--- src/rtl/mmio_uart_tx.sv ---
// Memory-mapped UART transmitter: snoops core stores, queues bytes in a FIFO, sends them 8N1 on tx.
// Define MMIO_UART_PARITY_EN to insert an even-parity bit between the data bits and the stop bit.
module mmio_uart_tx #(
  parameter logic [31:0] BASE_ADDR    = 32'h1000_0000,
  parameter int unsigned CLKS_PER_BIT = 16,
  parameter int unsigned FIFO_DEPTH   = 8
) (
  input  logic        clk,
  input  logic        reset,
  input  logic        MemWrite,
  input  logic [31:0] DataAdr,
  input  logic [31:0] WriteData,
  output logic [31:0] ReadData,
  output logic        Hit,
  output logic        tx,
  output logic        Busy
);

  localparam int unsigned PtrW  = (FIFO_DEPTH > 1) ? $clog2(FIFO_DEPTH) : 1;
  localparam int unsigned CntW  = PtrW + 1;
  localparam int unsigned BaudW = (CLKS_PER_BIT > 1) ? $clog2(CLKS_PER_BIT) : 1;
  localparam logic [BaudW-1:0] BaudLast = BaudW'(CLKS_PER_BIT - 1);
  localparam logic [CntW-1:0]  CntFull  = CntW'(FIFO_DEPTH);
`ifdef MMIO_UART_PARITY_EN
  localparam logic ParityEn = 1'b1;
`else
  localparam logic ParityEn = 1'b0;
`endif

  typedef enum logic [2:0] {
    S_IDLE,
    S_START,
    S_DATA,
    S_PARITY,
    S_STOP
  } state_e;

  // Address decode
  logic [31:0] offset;
  logic        txdataSel;
  logic        statusSel;
  logic        pushReq;
  logic        unusedWriteData;

  assign offset          = DataAdr - BASE_ADDR;
  assign Hit             = (offset < 32'd8);
  assign txdataSel       = (DataAdr == BASE_ADDR);
  assign statusSel       = (DataAdr == BASE_ADDR + 32'd4);
  assign pushReq         = MemWrite && txdataSel;
  assign unusedWriteData = ^WriteData[31:8];

  // Byte FIFO
  logic [7:0]      mem_q [FIFO_DEPTH];
  logic [PtrW-1:0] wrPtr_q;
  logic [PtrW-1:0] rdPtr_q;
  logic [CntW-1:0] count_q;
  logic            full;
  logic            empty;
  logic            push;
  logic            pop;
  logic            overflow_q;

  state_e          state_q;
  state_e          state_d;

  assign full  = (count_q == CntFull);
  assign empty = (count_q == '0);
  assign push  = pushReq && !full;
  assign pop   = (state_q == S_IDLE) && !empty;

  always_ff @(posedge clk) begin
    if (push) begin
      mem_q[wrPtr_q] <= WriteData[7:0];
    end
  end

  always_ff @(posedge clk) begin
    if (reset) begin
      wrPtr_q <= '0;
      rdPtr_q <= '0;
      count_q <= '0;
    end else begin
      if (push) begin
        wrPtr_q <= wrPtr_q + PtrW'(1);
      end
      if (pop) begin
        rdPtr_q <= rdPtr_q + PtrW'(1);
      end
      case ({push, pop})
        2'b10:   count_q <= count_q + CntW'(1);
        2'b01:   count_q <= count_q - CntW'(1);
        default: count_q <= count_q;
      endcase
    end
  end

  // Full is judged before any same-cycle pop, so a push at full is always dropped
  always_ff @(posedge clk) begin
    if (reset) begin
      overflow_q <= 1'b0;
    end else if (pushReq && full) begin
      overflow_q <= 1'b1;
    end else if (MemWrite && statusSel) begin
      overflow_q <= 1'b0;
    end
  end

  // Serialiser
  logic [BaudW-1:0] baud_q;
  logic [BaudW-1:0] baud_d;
  logic [2:0]       bitCnt_q;
  logic [2:0]       bitCnt_d;
  logic [7:0]       shift_q;
  logic [7:0]       shift_d;
  logic             tx_q;
  logic             tx_d;
  logic             baudDone;
`ifdef MMIO_UART_PARITY_EN
  logic             parity_q;
  logic             parity_d;
`endif

  assign baudDone = (baud_q == BaudLast);

  always_ff @(posedge clk) begin
    if (reset) begin
      state_q  <= S_IDLE;
      baud_q   <= '0;
      bitCnt_q <= '0;
      shift_q  <= '0;
      tx_q     <= 1'b1;
`ifdef MMIO_UART_PARITY_EN
      parity_q <= 1'b0;
`endif
    end else begin
      state_q  <= state_d;
      baud_q   <= baud_d;
      bitCnt_q <= bitCnt_d;
      shift_q  <= shift_d;
      tx_q     <= tx_d;
`ifdef MMIO_UART_PARITY_EN
      parity_q <= parity_d;
`endif
    end
  end

  // tx is registered from the current state, so the line lags the state by one cycle
  always_comb begin
    state_d  = state_q;
    baud_d   = baud_q;
    bitCnt_d = bitCnt_q;
    shift_d  = shift_q;
    tx_d     = 1'b1;
`ifdef MMIO_UART_PARITY_EN
    parity_d = parity_q;
`endif
    case (state_q)
      S_IDLE: begin
        if (!empty) begin
          shift_d  = mem_q[rdPtr_q];
          baud_d   = '0;
          bitCnt_d = '0;
          state_d  = S_START;
`ifdef MMIO_UART_PARITY_EN
          parity_d = ^mem_q[rdPtr_q];
`endif
        end
      end
      S_START: begin
        tx_d = 1'b0;
        if (baudDone) begin
          baud_d  = '0;
          state_d = S_DATA;
        end else begin
          baud_d = baud_q + BaudW'(1);
        end
      end
      S_DATA: begin
        tx_d = shift_q[0];
        if (baudDone) begin
          baud_d  = '0;
          shift_d = shift_q >> 1;
          if (bitCnt_q == 3'd7) begin
            bitCnt_d = '0;
`ifdef MMIO_UART_PARITY_EN
            state_d  = S_PARITY;
`else
            state_d  = S_STOP;
`endif
          end else begin
            bitCnt_d = bitCnt_q + 3'd1;
          end
        end else begin
          baud_d = baud_q + BaudW'(1);
        end
      end
`ifdef MMIO_UART_PARITY_EN
      S_PARITY: begin
        tx_d = parity_q;
        if (baudDone) begin
          baud_d  = '0;
          state_d = S_STOP;
        end else begin
          baud_d = baud_q + BaudW'(1);
        end
      end
`endif
      S_STOP: begin
        tx_d = 1'b1;
        if (baudDone) begin
          baud_d  = '0;
          state_d = S_IDLE;
        end else begin
          baud_d = baud_q + BaudW'(1);
        end
      end
      default: begin
        baud_d  = '0;
        state_d = S_IDLE;
      end
    endcase
  end

  assign tx       = tx_q;
  assign Busy     = !empty || (state_q != S_IDLE);
  assign ReadData = statusSel ? {27'd0, ParityEn, overflow_q, Busy, empty, full} : 32'd0;

endmodule
--- config.mk ---
export PLATFORM = sky130hd
export DESIGN_NAME = mmio_uart_tx
export DESIGN_NICKNAME = d
export VERILOG_FILES = /design/src/rtl/mmio_uart_tx.sv
export SDC_FILE = /design/constraint.sdc
export NUM_CORES = 1
export LEC_CHECK = 0
export BUFFER_PORTS_ARGS = -buffer_cell sky130_fd_sc_hd__buf_2
export CAP_MARGIN = 15
export CORE_UTILIZATION = 58
export DETAILED_ROUTE_END_ITERATION = 10
export GPL_ROUTABILITY_DRIVEN = 0
export PLACE_DENSITY = 0.87
export SLEW_MARGIN = 20
export SYNTH_ARGS = -nofsm -noshare
export SYNTH_HDL_FRONTEND = slang
export SYNTH_SLANG_ARGS = --single-unit
--- constraint.sdc ---
create_clock -name clk -period 4.6 [get_ports clk]
set_input_delay 0.46 -clock clk [delete_from_list [all_inputs] [get_ports clk]]
set_output_delay 0.46 -clock clk [all_outputs]
set_load 0.02 [all_outputs]
==> results of run 1 <==
## metal layers
layer	vias to the layer above	part of all wire, %	track usage [%]
met4	0	1.7	7.53
met2	82	51	35.2
met1	1401	43	25.5
met5	-	0	0
li1	1404	-	-
met3	19	5.0	5.16
## power groups by stage
stage,Combinational [mW],Sequential (mW),Clock (mW)
4_1_cts,0.0537,0.926,0.523
3_3_place_gp,0.0516,0.946,0
5_1_grt,0.0588,0.926,0.559
3_5_place_dp,0.0536,0.946,0
2_1_floorplan,0.0464,0.946,0
6_report,0.0541,0.926,0.518
## cell type report
| cell class | count | area (µm²) | area share [%] |
|---|---|---|---|
| Timing Repair Buffer | 53 | 275 | 5.62 |
| Tap cell | 99 | 124 | 2.53 |
| Multi-Input combinational cell | 243 | 1730 | 35.3 |
| Inverter | 1 | 3.75 | 0.0767 |
| Sequential cell | 97 | 2580 | 52.7 |
| Clock inverter | 7 | 58.8 | 1.20 |
| Clock buffer | 9 | 124 | 2.53 |
## path summary, 6_finish.rpt
check               startpoint          end  slack (ns)
setup / recovery    count_q[0]   count_q[2]        1.80
hold / removal    WriteData[6]  mem_q[4][6]        0.36
setup reg to reg    count_q[0]   count_q[2]        1.80
hold reg to reg    bitCnt_q[2]  bitCnt_q[2]        0.47
## cells by family (layout without fill, tap and decap cells)
kind of cell,count (synthesis),after routing,synth area share [%]
buffers and inverters,45,70,6.61
AND/OR/NAND/NOR,125,125,17.9
other,1,28,0.0832
adder cells (fa/ha/maj),8,8,2.22
flip-flops,97,97,57.3
XOR/XNOR,5,5,0.972
AO/OA/AOI/OAI,42,42,6.00
multiplexers,35,35,8.97
## registers in the layout, indices dropped and copies added (netlist names), named ones only
name,flops
baud_q,4
bitCnt_q,3
count_q,4
mem_q,64
overflow_q,1
rdPtr_q,3
shift_q,8
state_q,3
tx,1
wrPtr_q,3
## cells in the final DEF, fill, tap and decap left out, types with 5 or more instances in the layout
cell / count
edfxtp_1: 64
buf_2: 49
dfxtp_1: 33
nor2_1: 31
mux2i_1: 28
conb_1: 28
nor4_1: 14
a21oi_1: 13
nand3_1: 9
o21ai_0: 9
clkbuf_8: 9
nand2_1: 8
ha_1: 8
nor4_2: 7
nor3_2: 7
nor2b_1: 7
nand2b_1: 7
o22ai_1: 6
inv_6: 5
## per-stage QoR
stage	area (µm²)	worst slack, ns
after global routing	4900	1.57
after detailed placement	4710	1.54
after global placement	4710	1.66
final	4900	1.80
after CTS	4900	1.82
after floorplan	4610	1.81
## worst max-delay path, stage by stage (launching register included)
cell     delay, ns
dfxtp_1       0.39
nor4_2        0.66
nor2_1        0.27
ha_1          0.32
xor2_1        0.17
ha_1          0.18
a21oi_1       0.16
xor2_1        0.10
or3_1         0.31
a21oi_1       0.16
==> qor.log, run 1 <==
INFO  floorplan      placementRows=31
INFO  synth          synth_top_area_share=42.6%
INFO  final_layout   antenna_cells=0
INFO  clock_tree     cts_root_buffer=clkbuf_8
INFO  floorplan      floorplan_die_area=8130µm²
INFO  routing        wire_per_inst=16.0µm
INFO  routing        drt_drc_violations_left=0
INFO  synth          synth.ff_latch_count=97
INFO  clock_tree     clock_network_latency_to_the_later_pin_of_the_worst_skew_pair=0.36ns
INFO  synth          synth_area=4510µm²
INFO  floorplan      design.portCount=102
INFO  routing        postRouteWirelength=8.12mm
INFO  sta            fin_skew=0.00644ns
INFO  sta            grt_setup_unrepaired=no
INFO  synth          synth_edf_count=64
INFO  worst_setup_path cp_max_fo=7
INFO  synth          number_of_warnings_reported_in_the_yosys_synthesis_log=0
INFO  worst_setup_path r2r_cells=9
INFO  sta            fmaxAchievable=357MHz
INFO  clock_tree     cts_repair_resize_count=0
INFO  hold_path      worst_hold_path.num_cells=1
INFO  final_layout   drive_gt1_share=22.9%
INFO  sta            period_minus_slack=2.80ns
INFO  power_and_ir_drop internal-power=1.15mW
INFO  final_layout   syn2layout_area_growth=8.63%
INFO  final_layout   finish.cell_count_without_fillers=509
INFO  place          placed_cells=493
INFO  sta            hold-worst-slack=0.361ns
INFO  synth          synth_seq_area_share=57.3%
INFO  grt            grt_util_all_layers=20.7%
INFO  synth          synth_area_per_cell=12.6µm²
INFO  clock_tree     cts_tree=built
INFO  floorplan      core=7370µm²
INFO  routing        vias=2,906
INFO  power_and_ir_drop p_sw_share=23.4%
INFO  worst_setup_path crit_type=flip-flop to flip-flop
INFO  flow_run       maxcap_violations=0
INFO  synth          synth_cell_types=55
INFO  sta            report.final.hold_viol_count=0
INFO  synth          post-synth-top-count-cell=edfxtp_1
INFO  sta            setup_violations=0
INFO  synth          ys_async_sr_fraction=0%
INFO  power_and_ir_drop ir_worst_vdd=0.000313V
INFO  worst_setup_path critical_path.startpoint_type=flip-flop
INFO  sta            max-slew-margin-rel=41.1%
INFO  worst_setup_path arrival=3.09ns
INFO  power_and_ir_drop finalPower=1.50mW
INFO  power_and_ir_drop power_leakage=1.74nW
INFO  grt            first_global_vias=2,731
INFO  clock_tree     ctsLongestPathBuffers=2
INFO  grt            maximum_number_of_pins_on_one_net_before_global_route_repair=37
INFO  floorplan      die_h=90.2µm
INFO  power_and_ir_drop power.switching=0.351mW
INFO  routing        vias_per_cell=5.71
INFO  routing        ant_nets=0
INFO  grt            global_route_wire_length_before_repair=13.0mm
INFO  synth          synth.top_cells.by_count=edfxtp_1 (64), dfxtp_1 (33), nor2_1 (31)
INFO  power_and_ir_drop power-per-cell-area=306nW/µm²
INFO  clock_tree     clkSlewWorstSetupHoldPaths=0.10ns
INFO  routing        drt_first_iter_violations=96
INFO  final_layout   utilization=66.4%
INFO  clock_tree     cts_setup_buffers=0
INFO  grt            number_of_antenna_violations_at_the_first_check_in_global_routing=0
INFO  floorplan      die_w=90.2µm
INFO  power_and_ir_drop clockPowerShare=34.6%
INFO  place          buffer_ports.inserted=49
INFO  sta            final.setup.tns=0ns
INFO  clock_tree     cts.hold.buffers_added=0
INFO  final_layout   nNetsFinal=480
INFO  clock_tree     cts-buffers-inserted=9
INFO  place          placed_wire_length_estimate_after_detailed_placement=5.61mm
INFO  power_and_ir_drop power.sequential.fraction=61.8%
INFO  routing        drt_first_pass_iters=4
INFO  clock_tree     ctsHtreeMaxLevel=3
INFO  floorplan      start_util=61.2%
INFO  power_and_ir_drop power.share.combinational=3.6%
INFO  worst_setup_path kind_of_end_point_of_the_critical_path=flip-flop
INFO  worst_setup_path required=4.89ns
INFO  synth          yosys-top-cells-area=edfxtp_1 (43%), dfxtp_1 (15%), mux2i_1 (6.2%)
INFO  final_layout   filler_cell_count=555
INFO  grt            overflow=0
INFO  sta            report.final.slew_viol_count=0
INFO  status         outcome=finished, final reports clean
INFO  sta            layout_worst_path_cycle_share=60.8%
INFO  synth          largest_area_contributor_in_the_synthesized_netlist=edfxtp_1
INFO  clock_tree     clkSinkCount=97
INFO  sta            worst_slew_pin_slew=0.882ns
INFO  synth          synth_ff_type=edfxtp_1
INFO  synth          synthesis.instances=358
INFO  hold_path      timing.hold.worst.class=primary input to flip-flop
No activity file was read; power rests on OpenSTA's default activity.
==> inputs of run 2 (changes only) <==
--- a/config.mk
+++ b/config.mk
@@ -7,10 +7,10 @@
 export LEC_CHECK = 0
 export BUFFER_PORTS_ARGS = -buffer_cell sky130_fd_sc_hd__buf_2
 export CAP_MARGIN = 15
-export CORE_UTILIZATION = 58
+export CORE_UTILIZATION = 49
 export DETAILED_ROUTE_END_ITERATION = 10
 export GPL_ROUTABILITY_DRIVEN = 0
-export PLACE_DENSITY = 0.87
+export PLACE_DENSITY = 0.78
 export SLEW_MARGIN = 20
 export SYNTH_ARGS = -nofsm -noshare
 export SYNTH_HDL_FRONTEND = slang
==> constraint.sdc (replaced) <==
create_clock -name clk -period 2.2 [get_ports clk]
set_input_delay 0.22 -clock clk [delete_from_list [all_inputs] [get_ports clk]]
set_output_delay 0.22 -clock clk [all_outputs]
set_load 0.02 [all_outputs]
==> qor.log, run 2 (synthesized netlist as in run 1, its figures left out) <==
INFO  routing        postRouteWirelength=8.46mm
INFO  final_layout   largest_register_ff_count=64
INFO  routing        wire_per_inst=15.4µm
INFO  clock_tree     cts_root_buffer=clkbuf_8
INFO  final_layout   antenna_cells=0
INFO  sta            setup_violations=1
INFO  sta            period_minus_slack=2.22ns
INFO  grt            overflow=0
INFO  sta            grt_setup_unrepaired=yes
INFO  final_layout   design_area=5290µm²
INFO  final_layout   largest_register=mem_q
INFO  worst_setup_path cp_max_fo=3
INFO  power_and_ir_drop power.share.combinational=3.7%
INFO  floorplan      floorplan_die_area=9590µm²
INFO  clock_tree     ctsLongestPathBuffers=2
INFO  final_layout   mostFrequentLayoutCell=edfxtp_1
INFO  floorplan      die_h=97.9µm
INFO  floorplan      core=8810µm²
INFO  clock_tree     cts_tree=built
INFO  routing        drt_first_iter_violations=130
INFO  grt            maximum_number_of_pins_on_one_net_before_global_route_repair=24
INFO  clock_tree     clock_network_latency_to_the_later_pin_of_the_worst_skew_pair=0.36ns
INFO  worst_setup_path kind_of_end_point_of_the_critical_path=flip-flop
INFO  sta            report.final.hold_viol_count=0
INFO  place          placed_cells=532
INFO  power_and_ir_drop power.sequential.fraction=60.5%
INFO  status         violations=design-rule violations, negative setup slack
INFO  clock_tree     clkSinkCount=97
INFO  final_layout   finish.cell_count_without_fillers=548
INFO  power_and_ir_drop power_leakage=1.93nW
INFO  clock_tree     cts-buffers-inserted=9
INFO  sta            report.final.slew_viol_count=0
INFO  power_and_ir_drop ir_worst_vdd=0.000575V
INFO  final_layout   nNetsFinal=510
INFO  place          postPlaceCellArea=5060µm²
INFO  final_layout   utilization=60.1%
INFO  sta            final_critical_path_setup_slack=-0.0175ns
INFO  power_and_ir_drop power.switching=0.772mW
INFO  clock_tree     ctsHtreeMaxLevel=3
INFO  power_and_ir_drop p_sw_share=24.2%
INFO  clock_tree     clkSlewWorstSetupHoldPaths=0.11ns
INFO  worst_setup_path arrival=2.52ns
INFO  final_layout   syn2layout_area_growth=17.4%
INFO  sta            fin_skew=0.0106ns
INFO  sta            fmaxAchievable=451MHz
INFO  floorplan      placementRows=34
INFO  sta            hold-worst-slack=0.130ns
INFO  grt            global_route.usage.met3=3.94%
INFO  hold_path      timing.hold.worst.class=primary input to flip-flop
INFO  sta            layout_worst_path_cycle_share=101%
INFO  routing        vias=2,971
INFO  power_and_ir_drop power-per-cell-area=604nW/µm²
INFO  grt            global_route.peak_usage_layer=met2
INFO  routing        drt_first_pass_iters=8
INFO  routing        ant_nets=0
INFO  routing        drt_drc_violations_left=5
INFO  status         outcome=finished with violations
INFO  grt            number_of_antenna_violations_at_the_first_check_in_global_routing=0
INFO  place          buffer_ports.inserted=49
INFO  clock_tree     cts.hold.buffers_added=0
INFO  floorplan      design.portCount=102
INFO  grt            grt_use_met1=22.7%
INFO  power_and_ir_drop finalPower=3.20mW
INFO  final_layout   final_cell_mix=edfxtp_1 (64), buf_2 (49), dfxtp_1 (32), nor2_1 (30), buf_4 (29)
INFO  worst_setup_path critical_path.startpoint_type=flip-flop
INFO  place          placed_wire_length_estimate_after_detailed_placement=6.15mm
INFO  floorplan      die_w=97.9µm
INFO  grt            first_global_vias=2,930
INFO  grt            global_route_wire_length_before_repair=14.0mm
INFO  worst_setup_path crit_type=flip-flop to flip-flop
INFO  grt            grt_util_all_layers=18.7%
INFO  routing        vias_per_cell=5.42
INFO  final_layout   drive_gt1_share=31.4%
INFO  floorplan      start_util=51.2%
INFO  worst_setup_path required=2.50ns
INFO  power_and_ir_drop clockPowerShare=35.7%
INFO  flow_run       maxcap_violations=0
INFO  grt            grt_util_met2=32.7%
INFO  power_and_ir_drop internal-power=2.42mW
INFO  final_layout   reg.largest.list=mem_q (64), shift_q (8)
run 2: cell types whose count changed in the layout (fill, tap and decap cells not counted), moves of 2 or more:
cell	before	now
clkinvlp_4	2	0
clkinv_8	0	2
a21oi_1	13	11
inv_8	0	2
nor4bb_2	0	2
ha_1	8	6
nor4bb_1	2	0
clkinv_4	0	2
buf_4	4	29
a21oi_2	0	2
buf_12	0	5
inv_6	5	1
run 2: path summary, 6_finish.rpt:
| check | from | endpoint | slack, ns | cells past startpoint |
|---|---|---|---|---|
| hold / removal | WriteData[5] | mem_q[5][5] | 0.13 | 1 |
| setup reg to reg | count_q[0] | count_q[2] | -0.02 | 11 |
| setup / recovery | count_q[0] | count_q[2] | -0.02 | 11 |
| hold reg to reg | overflow_q | overflow_q | 0.48 | 2 |
run 2: cell type report:
type                            instances  area, µm²
Tap cell                              108        135
Multi-Input combinational cell        243       1800
Fill cell                             701       3520
Timing Repair Buffer                   83        563
Clock buffer                            9        124
Sequential cell                        97       2580
Inverter                                1       6.26
Clock inverter                          7       81.3
run 2: layer usage:
metal | part of all wire (%) | vias up
li1 | - | 1456
met1 | 44 | 1425
met2 | 51 | 78
met3 | 3.7 | 12
met4 | 1.8 | 0
met5 | 0 | -
run 2: power groups by stage:
stage / clock [mW] / combinational (mW) / sequential (mW)
global route: 1.21 / 0.129 / 1.94
detailed placement: 0 / 0.117 / 1.98
global placement: 0 / 0.113 / 1.98
CTS: 1.17 / 0.117 / 1.94
floorplan: 0 / 0.0972 / 1.98
finish: 1.14 / 0.119 / 1.94
run 2: repair_timing:
action / 4_1_cts / 5_1_grt
resized for setup: 0 / 4
buffers inserted: 0 / 0
endpoints found under the setup margin: 1 / 4
pin swaps: 1 / 2
run 2: critical path: stages (launching register included):
cell and delay [ns]:
dfxtp_2 0.33, or4b_4 0.55, nand2_2 0.08, nor3_2 0.05, inv_4 0.07, ha_4 0.14, xor2_2 0.12, ha_2 0.19
a21oi_2 0.04, xor2_1 0.14, or3_1 0.32, a21oi_2 0.12
run 2: stage by stage:
step	setup slack, ns	setup TNS, ns
after floorplan	-0.159	-0.169
after detailed placement	-0.204	-0.355
final	-0.0175	-0.0175
after global placement	-0.150	-0.258
after global routing	-0.137	-0.236
after CTS	-0.0472	-0.0472
==> inputs of run 3 (changes only) <==
--- a/config.mk
+++ b/config.mk
@@ -11,6 +11,7 @@
 export DETAILED_ROUTE_END_ITERATION = 10
 export GPL_ROUTABILITY_DRIVEN = 0
 export PLACE_DENSITY = 0.78
+export RECOVER_POWER = 25
 export SLEW_MARGIN = 20
 export SYNTH_ARGS = -nofsm -noshare
 export SYNTH_HDL_FRONTEND = slang
==> qor.log, run 3 (synthesized netlist as in run 1, its figures left out) <==
INFO  status         outcome=finished with violations
INFO  status         violations=design-rule violations, negative setup slack
INFO  final_layout   layout.area.seq=2580µm²
INFO  final_layout   multi_input_gate_area=1800µm²
INFO  sta            setup_violations=1
INFO  routing        vias=2,971
INFO  final_layout   utilization=60.0%
INFO  grt            global_route_wire_length_before_repair=14.0mm
INFO  final_layout   reg.largest.list=mem_q (64), shift_q (8)
INFO  worst_setup_path critical_path_buf_inv_count=1
INFO  floorplan      die_w=97.9µm
INFO  place          buffer_ports.inserted=49
INFO  power_and_ir_drop power.sequential.fraction=60.6%
INFO  floorplan      start_util=51.2%
INFO  sta            fmaxAchievable=451MHz
INFO  worst_setup_path crit_type=flip-flop to flip-flop
INFO  routing        drt_first_iter_violations=137
INFO  grt            number_of_antenna_violations_at_the_first_check_in_global_routing=0
INFO  clock_tree     clock_network_latency_to_the_later_pin_of_the_worst_skew_pair=0.36ns
INFO  worst_setup_path timing.critical_path.mode_cell=a21oi_2
INFO  sta            report.final.hold_viol_count=0
INFO  clock_tree     cts_setup_buffers=0
INFO  final_layout   nNetsFinal=510
INFO  worst_setup_path critical_path.startpoint_type=flip-flop
INFO  final_layout   drive_gt1_share=30.0%
INFO  final_layout   final_cell_mix=edfxtp_1 (64), buf_2 (43), dfxtp_1 (32), nor2_1 (30), buf_4 (29)
INFO  clock_tree     ctsHtreeMaxLevel=3
INFO  final_layout   filler_cell_count=703
INFO  sta            fin_skew=0.00992ns
INFO  floorplan      core=8810µm²
INFO  place          preCtsSetupSlack=-0.204ns
INFO  grt            first_global_vias=2,930
INFO  power_and_ir_drop ir_worst_vdd=0.000573V
INFO  worst_setup_path arrival=2.52ns
INFO  floorplan      placementRows=34
INFO  power_and_ir_drop power.switching=0.772mW
INFO  power_and_ir_drop power_leakage=1.92nW
INFO  sta            grt_setup_unrepaired=yes
INFO  grt            grt_util_all_layers=18.7%
INFO  final_layout   largest_register=mem_q
INFO  power_and_ir_drop clockPowerShare=35.8%
INFO  grt            overflow=0
INFO  worst_setup_path crit_chain=or4b_4 -> nand2_2 -> nor3_2 -> inv_4 -> ha_4 -> xor2_2 -> ha_2 -> a21oi_2 -> xor2_1 -> or3_1 -> a21oi_2
INFO  hold_path      timing.hold.worst.class=primary input to flip-flop
INFO  clock_tree     cts-buffers-inserted=9
INFO  sta            layout_worst_path_cycle_share=101%
INFO  worst_setup_path required=2.50ns
INFO  routing        drt_drc_violations_left=5
INFO  routing        ant_nets=0
INFO  routing        wire_per_inst=15.4µm
INFO  grt            maximum_number_of_pins_on_one_net_before_global_route_repair=24
INFO  clock_tree     cts_tree=built
INFO  floorplan      floorplan_die_area=9590µm²
INFO  worst_setup_path critical_path.top_delay_family=simple AND/OR/NAND/NOR gates
INFO  worst_setup_path critical-path-max-stage-delay=0.55ns
INFO  routing        postRouteWirelength=8.43mm
INFO  sta            report.final.slew_viol_count=0
INFO  power_and_ir_drop power.share.combinational=3.7%
INFO  final_layout   syn2layout_area_growth=17.2%
INFO  routing        drt_first_pass_iters=7
INFO  worst_setup_path critical_path.slowest_cell=or4b_4
INFO  worst_setup_path kind_of_end_point_of_the_critical_path=flip-flop
INFO  clock_tree     ctsLongestPathBuffers=2
INFO  power_and_ir_drop power-per-cell-area=605nW/µm²
INFO  clock_tree     clkSinkCount=97
INFO  final_layout   largest_register_ff_count=64
INFO  power_and_ir_drop internal-power=2.42mW
INFO  clock_tree     clkSlewWorstSetupHoldPaths=0.10ns
INFO  routing        vias_per_cell=5.42
INFO  worst_setup_path cp_max_fo=3
INFO  power_and_ir_drop p_sw_share=24.2%
INFO  clock_tree     cts_root_buffer=clkbuf_8
INFO  floorplan      design.portCount=102
INFO  place          placed_wire_length_estimate_after_detailed_placement=6.15mm
INFO  sta            period_minus_slack=2.22ns
INFO  floorplan      die_h=97.9µm
INFO  final_layout   mostFrequentLayoutCell=edfxtp_1
INFO  sta            final_critical_path_setup_slack=-0.0178ns
INFO  clock_tree     cts.hold.buffers_added=0
INFO  flow_run       maxcap_violations=0
INFO  final_layout   antenna_cells=0
-- run 3: per-layer routing --
layer / wire (µm) / track usage [%] / vias to the layer above
met2: 4290 / 32.7 / 76
met5: 0 / 0 / -
met3: 265 / 3.94 / 12
met4: 152 / 7.23 / 0
met1: 3720 / 22.7 / 1426
li1: - / - / 1457
-- run 3: what timing repair did --
item	4_1_cts	5_1_grt
pin swaps	1	2
resized for setup	0	4
setup endpoints to repair	1	4
endpoints found under the hold margin	0	0
-- run 3: final timing paths --
kind / startpoint / end / slack, ns / depth (start not counted)
max: count_q[0] / count_q[2] / -0.02 / 11
min: WriteData[6] / mem_q[5][6] / 0.15 / 1
max reg2reg: count_q[0] / count_q[2] / -0.02 / 11
min reg2reg: overflow_q / overflow_q / 0.48 / 2
-- run 3: worst reg2reg max path, stage by stage, from the launching register on --
cell and delay (ns):
dfxtp_2 0.33, or4b_4 0.55, nand2_2 0.08, nor3_2 0.05
inv_4 0.07, ha_4 0.14, xor2_2 0.12, ha_2 0.19
a21oi_2 0.04, xor2_1 0.14, or3_1 0.32, a21oi_2 0.12
-- run 3: final cells by class --
| class | count | area share (%) |
|---|---|---|
| clock buffers | 9 | 2.35 |
| repair buffers | 83 | 10.5 |
| clock inverters | 7 | 1.54 |
| multi-input cells | 243 | 34.0 |
| inverters | 1 | 0.118 |
| flip-flops and latches | 97 | 48.9 |
| well taps | 108 | 2.56 |
-- run 3: power groups by stage --
stage          sequential [mW]  clock, mW  combinational, mW
2_1_floorplan             1.98          0             0.0972
3_3_place_gp              1.98          0              0.113
3_5_place_dp              1.98          0              0.117
4_1_cts                   1.94       1.17              0.117
5_1_grt                   1.94       1.21              0.127
6_report                  1.94       1.14              0.117
-- run 3: through the flow --
step	hold slack [ns]	setup TNS, ns	instances	power [mW]	instance area (µm²)
after floorplan	0.319	-0.169	385	2.08	4660
after global placement	0.443	-0.258	532	2.09	5060
after detailed placement	0.469	-0.355	532	2.09	5060
after CTS	0.114	-0.0472	548	3.22	5270
after global routing	0.147	-0.236	548	3.28	5280
final	0.146	-0.0178	548	3.19	5280
